<file path="config.mk">
export PLATFORM = sky130hd
export DESIGN_NAME = photodiode_scan_ctrl
export DESIGN_NICKNAME = d
export VERILOG_FILES = /design/src/rtl/photodiode_scan_pkg.sv /design/src/rtl/photodiode_scan_ctrl_pd_edge_timestamp.sv /design/src/rtl/photodiode_scan_ctrl.sv
export SDC_FILE = /design/constraint.sdc
export NUM_CORES = 1
export LEC_CHECK = 0
export CAP_MARGIN = 20
export CORE_ASPECT_RATIO = 1.75
export CORE_UTILIZATION = 50
export DETAILED_ROUTE_END_ITERATION = 7
export DONT_BUFFER_PORTS = 1
export GPL_TIMING_DRIVEN = 0
export PLACE_DENSITY = 0.72
export SKIP_CTS_REPAIR_TIMING = 1
export SLEW_MARGIN = 20
export SYNTH_ARGS = -nofsm -noshare
export SYNTH_HDL_FRONTEND = slang
export SYNTH_SLANG_ARGS = --single-unit
</file>
<file path="constraint.sdc">
create_clock -name clk -period 9.4 [get_ports clk]
set_clock_uncertainty 0.15 [all_clocks]
set_input_delay 0.94 -clock clk [delete_from_list [all_inputs] [get_ports clk]]
set_output_delay 0.94 -clock clk [all_outputs]
set_load 0.02 [all_outputs]
</file>
<file path="src/rtl/photodiode_scan_pkg.sv">
// photodiode_scan_pkg: shared state encoding and sizing helpers for the photodiode scan controller.
package photodiode_scan_pkg;

    typedef enum logic [1:0] {S_IDLE, S_SETTLE, S_FIRE, S_REPORT} scan_state_t;

    function automatic int slot_w(input int n);
        return (n > 1) ? $clog2(n) : 1;
    endfunction

    // All-ones timestamp doubles as the "no edge seen" marker.
    function automatic int delay_max(input int tbits);
        return (1 << tbits) - 1;
    endfunction

endpackage

</file>
<file path="src/rtl/photodiode_scan_ctrl_pd_edge_timestamp.sv">
// pd_edge_timestamp: synchronizes one photodiode input and records the timestamp of its first
// rising edge inside the measurement window.
module pd_edge_timestamp
    import photodiode_scan_pkg::*;
#(
    parameter int TBITS = 12
) (
    input  logic             clk,
    input  logic             rst,
    input  logic             pd,
    input  logic             clear,
    input  logic             window_active,
    input  logic [TBITS-1:0] t,
    output logic [TBITS-1:0] delay,
    output logic             hit
);
    localparam logic [TBITS-1:0] DELAY_MAX = TBITS'(delay_max(TBITS));

    logic [2:0]       sync_q;
    logic [TBITS-1:0] delay_q;
    logic             hit_q;
    logic             take;

    assign take = window_active && sync_q[1] && !sync_q[2] && !hit_q;

    always_ff @(posedge clk) begin
        sync_q <= rst ? 3'b000 : {sync_q[1:0], pd};
        if (rst || clear) begin
            delay_q <= DELAY_MAX;
            hit_q   <= 1'b0;
        end else if (take) begin
            delay_q <= t;
            hit_q   <= 1'b1;
        end
    end

    // Pass an edge captured this cycle straight through so the last window cycle is not lost.
    assign hit   = hit_q || take;
    assign delay = take ? t : delay_q;

endmodule

</file>
<file path="src/rtl/photodiode_scan_ctrl.sv">
// photodiode_scan_ctrl: fires emitters one at a time, timestamps first photodiode edges per slot,
// streams the per-slot delays and keeps a debounced per-emitter pressed bitmap.
module photodiode_scan_ctrl
    import photodiode_scan_pkg::*;
#(
    parameter int NPD    = 5,
    parameter int NEMIT  = 4,
    parameter int TBITS  = 12,
    parameter int SETTLE = 64,
    parameter int PULSE  = 2048,
    parameter int DEB    = 3,
    localparam int SW    = slot_w(NEMIT)
) (
    input  logic                 clk,
    input  logic                 rst,
    input  logic                 enable,
    input  logic [NPD-1:0]       pd,
    input  logic [TBITS-1:0]     thresh,
    output logic [NEMIT-1:0]     emitter,
    output logic                 m_valid,
    input  logic                 m_ready,
    output logic [SW-1:0]        m_slot,
    output logic [NPD*TBITS-1:0] m_delays,
    output logic [NPD-1:0]       m_hit,
    output logic [NEMIT-1:0]     pressed,
    output logic                 busy
);
    localparam int CW = (TBITS > $clog2(SETTLE + 1)) ? TBITS : $clog2(SETTLE + 1);
    localparam int DW = $clog2(DEB + 1);
    localparam logic [CW-1:0] SETTLE_LAST = CW'(SETTLE - 1);
    localparam logic [CW-1:0] T_LAST      = CW'((1 << TBITS) - 1);

    scan_state_t          state_q, state_d;
    logic [CW-1:0]        cnt_q, cnt_d;
    logic [SW-1:0]        slot_q, slot_d;
    logic [NPD*TBITS-1:0] delays;
    logic [NPD-1:0]       hits;
    logic [DW-1:0]        deb_q [NEMIT];
    logic                 fire_end;
    logic                 near;

    assign fire_end = state_q == S_FIRE && cnt_q == T_LAST;
    assign m_valid  = state_q == S_REPORT;
    assign busy     = state_q != S_IDLE;
    assign emitter  = (state_q == S_FIRE && int'(cnt_q) < PULSE) ? NEMIT'(1) << slot_q : '0;

    for (genvar i = 0; i < NPD; i++) begin : g_ch
        pd_edge_timestamp #(.TBITS(TBITS)) u_ch (
            .clk           (clk),
            .rst           (rst),
            .pd            (pd[i]),
            .clear         (state_q == S_SETTLE),
            .window_active (state_q == S_FIRE),
            .t             (cnt_q[TBITS-1:0]),
            .delay         (delays[i*TBITS +: TBITS]),
            .hit           (hits[i])
        );
    end

    always_comb begin
        near = 1'b0;
        for (int i = 0; i < NPD; i++)
            near = near | (hits[i] && delays[i*TBITS +: TBITS] < thresh);
    end

    // cnt counts settle cycles in SETTLE and is the timestamp t in FIRE.
    always_comb begin
        state_d = state_q;
        cnt_d   = cnt_q;
        slot_d  = slot_q;
        case (state_q)
            S_IDLE: begin
                state_d = enable ? S_SETTLE : S_IDLE;
                cnt_d   = '0;
            end
            S_SETTLE: begin
                state_d = (cnt_q == SETTLE_LAST) ? S_FIRE : S_SETTLE;
                cnt_d   = (cnt_q == SETTLE_LAST) ? '0 : cnt_q + 1'b1;
            end
            S_FIRE: begin
                state_d = fire_end ? S_REPORT : S_FIRE;
                cnt_d   = fire_end ? '0 : cnt_q + 1'b1;
            end
            S_REPORT: if (m_ready) begin
                state_d = enable ? S_SETTLE : S_IDLE;
                cnt_d   = '0;
                slot_d  = (slot_q == SW'(NEMIT - 1)) ? '0 : slot_q + 1'b1;
            end
            default: state_d = S_IDLE;
        endcase
    end

    always_ff @(posedge clk) begin
        if (rst) begin
            state_q <= S_IDLE;
            cnt_q   <= '0;
            slot_q  <= '0;
        end else begin
            state_q <= state_d;
            cnt_q   <= cnt_d;
            slot_q  <= slot_d;
        end
    end

    always_ff @(posedge clk) begin
        if (rst) begin
            m_slot   <= '0;
            m_delays <= '0;
            m_hit    <= '0;
            pressed  <= '0;
            for (int i = 0; i < NEMIT; i++) deb_q[i] <= '0;
        end else if (fire_end) begin
            m_slot   <= slot_q;
            m_delays <= delays;
            m_hit    <= hits;
            if (near != pressed[slot_q]) begin
                if (deb_q[slot_q] == DW'(DEB - 1)) begin
                    pressed[slot_q] <= ~pressed[slot_q];
                    deb_q[slot_q]   <= '0;
                end else begin
                    deb_q[slot_q] <= deb_q[slot_q] + 1'b1;
                end
            end else begin
                deb_q[slot_q] <= '0;
            end
        end
    end

endmodule

</file>
==> summary.md, run 1 <==
| Metric | Value |
|---|---|
| Outcome | `finished with violations` |
| Failing checks | `design-rule violations` |
| Detailed-route via count | `6426` |
| IO Port Bufs | `0` |
| Final wirelength | `21830 µm` |
| Synth Register Bits | `177` |
| CTS H-Tree Depth | `4` |
| Hold_sp | `g_ch[3].u_ch.sync_q[0]` |
| Synth Flop Type | `dfxtp_1` |
| Routed WL per cell | `19.90 µm` |
| Pwr/cell area | `174.7 nW/µm²` |
| Fin crit share | `49.59%` |
| Reg2reg end | `deb_q[3][1]` |
| Pre-CTS setup slack | `4.767 ns` |
| Worst setup SP type | `flip-flop` |
| Synth async-reset ratio | `0%` |
| Maxcap violations | `0` |
| Worst-case reg-to-reg path depth | `13` |
| Initial DRC Count | `260` |
| Min-Delay Endpoint | `g_ch[3].u_ch.sync_q[1]` |
| Num Clock Sinks | `177` |
| Hold Path Class | `flip-flop to flip-flop` |
| Crit path time final | `4.662 ns` |
| Vias per cell | `5.858` |
| Post-synth top area cell | `dfxtp_1` |
| Initial antenna violation count | `0` |
| Max-slew violation count | `0` |
| Synth-to-layout area growth | `10.37%` |
| Footprint of the multi-input gates | `4168 µm²` |
| First-pass DRT Iterations | `7` |
| Mapped cell area | `8120 µm²` |
| Final-report hold violation count | `0` |
| Least-Margin Pin Slew | `0.6996 ns` |
| FF/Latch Area | `3623 µm²` |
| Fillers | `1409` |
| Total grt overflow | `0` |
| Post-DP HPWL | `16850 µm` |
| Setup violators final | `0` |
| Routability Congestion | `0.9663` |
| Detail Route Antenna Nets | `0` |
| CTS tree | `yes` |
| Slew headroom | `53.05%` |
| Vias in the first global route | `6405` |
| Crit-path max FO | `10` |
| Yosys warning count | `0` |
| Synth cell types | `54` |
| Setup TNS | `0 ns` |
| Clk Latency, worst-skew pair | `0.44 ns` |
| Finished Layout Cells | `1097` |
| Layout cell share with drive strength beyond 1 | `11.56%` |
| Starting Density | `51.15%` |
| Number of cells after detailed placement | `1066` |
| FP Rows | `61` |
| Largest net degree at the start of global routing | `17` |
| Unrepaired setup endpoints after global routing | `no` |
| Fmax achieved | `0.2145 GHz` |
| Ranking of synthesized cells by area | `dfxtp_1 42%, ha_1 10%, mux2_2 7.6%` |
| Clk slew on worst S/H paths | `0.07 ns` |
| Root buffer cell | `clkbuf_16` |
| Worst reg2reg setup slack | `4.74 ns` |
| Post-synth EDFFs | `8` |
| CP arrival | `4.73 ns` |
| Static leakage | `3.071 nW` |
| Total CTS buffers | `17` |
| Final worst slack | `4.738 ns` |
| First-pass GRT wire length | `33680 µm` |
| Crit. End Element | `flip-flop` |
| Syn avg cell area | `9.259 µm²` |
| Worst r2r src | `state_q[0]` |
| Final hold slack | `0.2816 ns` |
| Peak supply drop | `0.1235 mV` |
| Post-synth top area share | `41.66%` |
| Cells after synthesis | `877` |
| Die height | `170.6 µm` |
| CP required | `9.47 ns` |
| Classification of the worst setup path | `flip-flop to flip-flop` |
| Total track usage | `26.71%` |
| DRC | `7` |
| Die footprint | `16770 µm²` |
| Core footprint | `15880 µm²` |
| Hold path depth | `1` |
| Die Span X | `98.34 µm` |
| Diodes inserted | `0` |
| Seq/Total Area, Yosys | `44.62%` |
| CTS Buffer Depth | `2` |
| IO Count | `98` |
| Layout net count | `982` |
| Syn_nets | `963` |
==> worst max-delay path, cell delays in order (launching register included) <==
cell and delay [ns]:
dfxtp_1 0.34, inv_1 0.09, ha_1 0.31, and4bb_1 0.34, buf_1 0.57, mux2_2 0.44, ha_1 0.33, nand4_1 0.18
a211o_1 0.32, a311o_1 0.33, a22oi_1 0.21, nand4_2 0.24, xnor2_4 0.24, nor4b_1 0.34
==> cells in the final DEF (no fill, tap or decap), types with 25 or more instances in the layout <==
cell type | netlist | layout
dfxtp_1 | 169 | 169
nand2_1 | 139 | 139
a21oi_1 | 77 | 77
ha_1 | 65 | 65
nand2b_1 | 58 | 58
mux2_2 | 55 | 55
clkbuf_1 | 40 | 42
nor2_1 | 42 | 42
inv_1 | 33 | 33
o21ai_0 | 25 | 25
==> power by group <==
part	internal (W)	total [W]	switching, W
clock network	0.000425	0.000738	0.000313
registers	0.000759	0.000762	0.00000224
logic	0.0000210	0.0000667	0.0000457
total	0.00121	0.00157	0.000361
==> cell usage after synthesis (all sizes together), types with 12 or more instances <==
cell    instances
buf            12
mux2           56
inv            33
a21oi          77
clkbuf         40
nand4          12
nor2b          19
nor2           42
ha             65
nand2b         58
a211oi         17
nand2         139
nor3           13
o21ai          26
dfxtp         169
==> worst max-delay path by stage <==
stage / start / end / slack (ns) / cells after the start
3_5_place_dp: state_q[0] / deb_q[3][1] / 4.77 / 13
4_1_cts: state_q[0] / deb_q[3][1] / 4.75 / 13
5_1_grt: state_q[0] / deb_q[3][1] / 4.57 / 13
6_report: state_q[0] / deb_q[3][1] / 4.74 / 13
2_1_floorplan: state_q[0] / deb_q[3][1] / 5.70 / 13
3_3_place_gp: state_q[0] / deb_q[3][1] / 4.78 / 13
==> state kept, by name (all words and copies together), names as in the netlist, named ones only <==
name,flops
cnt_q,12
deb_q,8
g_ch.u_ch.delay_q,60
g_ch.u_ch.hit_q,5
g_ch.u_ch.sync_q,15
m_delays,60
m_hit,5
m_slot,2
pressed,4
slot_q,2
state_q,2
==> cell type report <==
| cell class | instances | share of cell area [%] |
|---|---|---|
| clock buffer | 19 | 4.830 |
| multi-input combinational | 615 | 46.50 |
| tap | 189 | 2.639 |
| clock inverter | 12 | 1.927 |
| sequential | 177 | 40.43 |
| buffer | 52 | 2.290 |
| inverter | 33 | 1.382 |
==> metal layers <==
layer | up-vias | GRT usage (%) | share of wire, %
met5 | - | 0 | 0
met1 | 3088 | 26.05 | 36
met4 | 0 | 19.86 | 6.6
met2 | 188 | 49.33 | 52
met3 | 76 | 5.433 | 5.2
li1 | 3074 | - | -
==> kinds of logic (layout without fill, tap and decap cells) <==
kind of cell	after synthesis	after routing	synth area share, %
AO/OA/AOI/OAI	165	165	12.13
buffers and inverters	85	116	4.052
adder cells (fa/ha/maj)	65	65	10.02
multiplexers	64	64	9.260
AND/OR/NAND/NOR	317	317	19.26
XOR/XNOR	4	4	0.6627
flip-flops	177	177	44.62
==> metrics by stage <==
stage / util, % / cell area (µm²) / total power, W
after global routing: 56.45 / 8962 / 0.001614
after floorplan: - / 8120 / 0.0008226
final: 56.45 / 8962 / 0.001566
after global placement: 52.64 / 8357 / 0.0008426
after detailed placement: 52.64 / 8357 / 0.0008444
after CTS: 56.45 / 8962 / 0.001573
Note: power is estimated with default switching activity, not from simulation.
==> run 2: changes to the inputs <==
==> constraint.sdc (replaced) <==
create_clock -name clk -period 4.4 [get_ports clk]
set_clock_uncertainty 0.15 [all_clocks]
set_input_delay 0.44 -clock clk [delete_from_list [all_inputs] [get_ports clk]]
set_output_delay 0.44 -clock clk [all_outputs]
set_load 0.02 [all_outputs]
==> run 2 against run 1 <==
  * The flow finishes with violations (design-rule violations, negative hold slack)
  * Die area stayed put
  * Hold slack worse by 0.29 ns
  * Via count is 0.19% higher
  * Total power is 110% higher
  * Flip-flop and latch count stayed put
  * Critical endpoint unchanged
  * Sequential share of layout area hardly changed
  * Largest cell class unchanged
  * Register-to-register slack worse by 4.6 ns
  * Wire length is 0.18% higher
  * Clock-buffer cell count stayed put
==> summary.md, run 2 (synthesis gave the netlist of run 1 again) <==
| Metric | Value |
|---|---|
| Static leakage | `3.079 nW (+0.26%)` |
| Fin crit share | `95.91% (+46 points)` |
| IO Count | `98 (unchanged)` |
| Post-DP HPWL | `16850 µm (unchanged)` |
| Reg2reg end | `deb_q[3][1]` |
| Clk slew on worst S/H paths | `0.07 ns (about the same)` |
| Starting Density | `51.15% (unchanged)` |
| Util after Layout | `56.52% (+0.063 points)` |
| First-pass GRT wire length | `33680 µm (unchanged)` |
| Initial antenna violation count | `0 (unchanged)` |
| Maxcap violations | `0 (unchanged)` |
| Slew headroom | `52.96% (-0.087 points)` |
| Least-Margin Pin Slew | `0.7009 ns (+0.001291 ns)` |
| CP arrival | `4.29 ns (-0.44 ns)` |
| Synth-to-layout area growth | `10.49%` |
| Classification of the worst setup path | `flip-flop to flip-flop` |
| Max-slew violation count | `0 (unchanged)` |
| Die footprint | `16770 µm² (unchanged)` |
| Hold path depth | `1 (unchanged)` |
| Failing checks | `design-rule violations, negative hold slack` |
| Setup violators final | `0 (unchanged)` |
| Worst setup SP type | `flip-flop` |
| Peak supply drop | `0.2637 mV (+110%)` |
| Footprint of the multi-input gates | `4170 µm² (about the same)` |
| DRC | `7 (unchanged)` |
| Final-report hold violation count | `3 (+3)` |
| Total grt overflow | `0 (unchanged)` |
| Worst reg2reg setup slack | `0.18 ns (-4.56 ns)` |
| Pre-CTS setup slack | `-0.2326 ns (-5.000 ns)` |
| Commonest non-fill, non-tap cell in the layout | `dfxtp_1` |
| CP required | `4.47 ns (-5.00 ns)` |
| Outcome | `finished with violations` |
| Design area | `8972 µm² (+0.11%)` |
| Routability Congestion | `0.9663 (unchanged)` |
| Largest regs | `g_ch.u_ch.delay_q: 60 flops, m_delays: 60 flops, g_ch.u_ch.sync_q: 15 flops` |
| Unrepaired setup endpoints after global routing | `no` |
| CTS tree | `yes` |
| Num Clock Sinks | `177 (unchanged)` |
| Vias in the first global route | `6405 (unchanged)` |
| Final worst slack | `0.1802 ns (-4.558 ns)` |
| Die Span X | `98.34 µm (unchanged)` |
| Vias per cell | `5.874 (+0.28%)` |
| Fillers | `1410 (+0.071%)` |
| Total CTS buffers | `17 (unchanged)` |
| Largest net degree at the start of global routing | `17 (unchanged)` |
| Core footprint | `15880 µm² (unchanged)` |
| Layout cell share with drive strength beyond 1 | `11.91% (+0.34 points)` |
| Layout net count | `981 (-0.10%)` |
| Total track usage | `26.71% (unchanged)` |
| Commonest cells after routing, fill and taps aside | `169 x dfxtp_1, 139 x nand2_1, 77 x a21oi_1, 64 x ha_1, 58 x nand2b_1` |
| Worst-case reg-to-reg path depth | `13 (unchanged)` |
| Min-Delay Endpoint | `g_ch[2].u_ch.sync_q[0]` |
| Final hold slack | `-0.01149 ns (-0.2931 ns)` |
| CTS Buffer Depth | `2 (unchanged)` |
| FF/Latch Area | `3623 µm² (unchanged)` |
| CTS H-Tree Depth | `4 (unchanged)` |
| Detail Route Antenna Nets | `0 (unchanged)` |
| IO Port Bufs | `0 (unchanged)` |
| Crit. End Element | `flip-flop` |
| Crit path time final | `4.220 ns (-0.4421 ns)` |
| Routed WL per cell | `19.96 µm (+0.27%)` |
| Hold Path Class | `input port to flip-flop` |
| Initial DRC Count | `268 (+3.1%)` |
| Final wirelength | `21870 µm (+0.18%)` |
| Placed Area | `8357 µm² (unchanged)` |
| Root buffer cell | `clkbuf_16` |
| Diodes inserted | `0 (unchanged)` |
| Fmax achieved | `0.2370 GHz (+10%)` |
| First-pass DRT Iterations | `7 (unchanged)` |
| Clk Latency, worst-skew pair | `0.43 ns (about the same)` |
| Crit-path max FO | `10 (unchanged)` |
| FP Rows | `61 (unchanged)` |
| Detailed-route via count | `6438 (+0.19%)` |
| Worst r2r src | `state_q[0]` |
| Die height | `170.6 µm (unchanged)` |
| Hold_sp | `pd[2]` |
| Pwr/cell area | `372.9 nW/µm² (+110%)` |
## run 2: cell types whose count changed in the layout (fill, tap and decap cells not counted), sizes merged
cell / previous run / this run
buf: 12 / 11
clkbuf: 59 / 58
dlygate4sd3: 0 / 1
## run 2: layout make-up
cell class,instances,area share [%]
clock inverter,12,1.924
buffer,50,2.259
multi-input combinational,615,46.48
inverter,33,1.381
sequential,177,40.38
tap,189,2.636
clock buffer,19,4.825
timing repair buffer,1,0.1116
## run 2: through the flow
| stage | power, W | TNS [ns] | std cells |
|---|---|---|---|
| floorplan | 0.001757 | 0 | 877 |
| global placement | 0.001800 | -0.7458 | 1066 |
| detailed placement | 0.001804 | -1.070 | 1066 |
| CTS | 0.003360 | -1.151 | 1097 |
| global route | 0.003449 | 0 | 1096 |
| finish | 0.003346 | 0 | 1096 |
## run 2: worst max-delay path: stages (launching register included)
cell and delay [ns]:
dfxtp_1 0.34, inv_1 0.10, ha_2 0.26, and4bb_1 0.32
buf_4 0.25, mux2_2 0.38, ha_1 0.33, nand4_1 0.18
a211o_1 0.32, a311o_1 0.33, a22oi_1 0.21, nand4_2 0.24
xnor2_4 0.24, nor4b_1 0.35
## run 2: power by group
part | leakage [nW] | internal, W | switching (W) | total (W)
clock network | 0.293 | 0.000909 | 0.000667 | 0.00158
logic | 1.34 | 0.0000454 | 0.0000979 | 0.000143
registers | 1.44 | 0.00162 | 0.00000484 | 0.00163
total | 3.08 | 0.00258 | 0.000770 | 0.00335
## run 2: routing by layer
metal | vias up | GRT usage [%] | wire (µm) | part of all wire [%]
met5 | - | 0 | 0 | 0
met4 | 0 | 19.86 | 1483 | 6.8
met2 | 185 | 49.33 | 11270 | 52
li1 | 3063 | - | - | -
met3 | 80 | 5.433 | 1086 | 5.0
met1 | 3110 | 26.05 | 8032 | 37
## run 2: how the worst max path moves through the flow
stage | to | start
floorplan | deb_q[3][1] | state_q[0]
global placement | deb_q[3][1] | state_q[0]
detailed placement | deb_q[3][1] | state_q[0]
CTS | deb_q[3][1] | state_q[0]
global route | deb_q[3][1] | state_q[0]
finish | deb_q[3][1] | state_q[0]
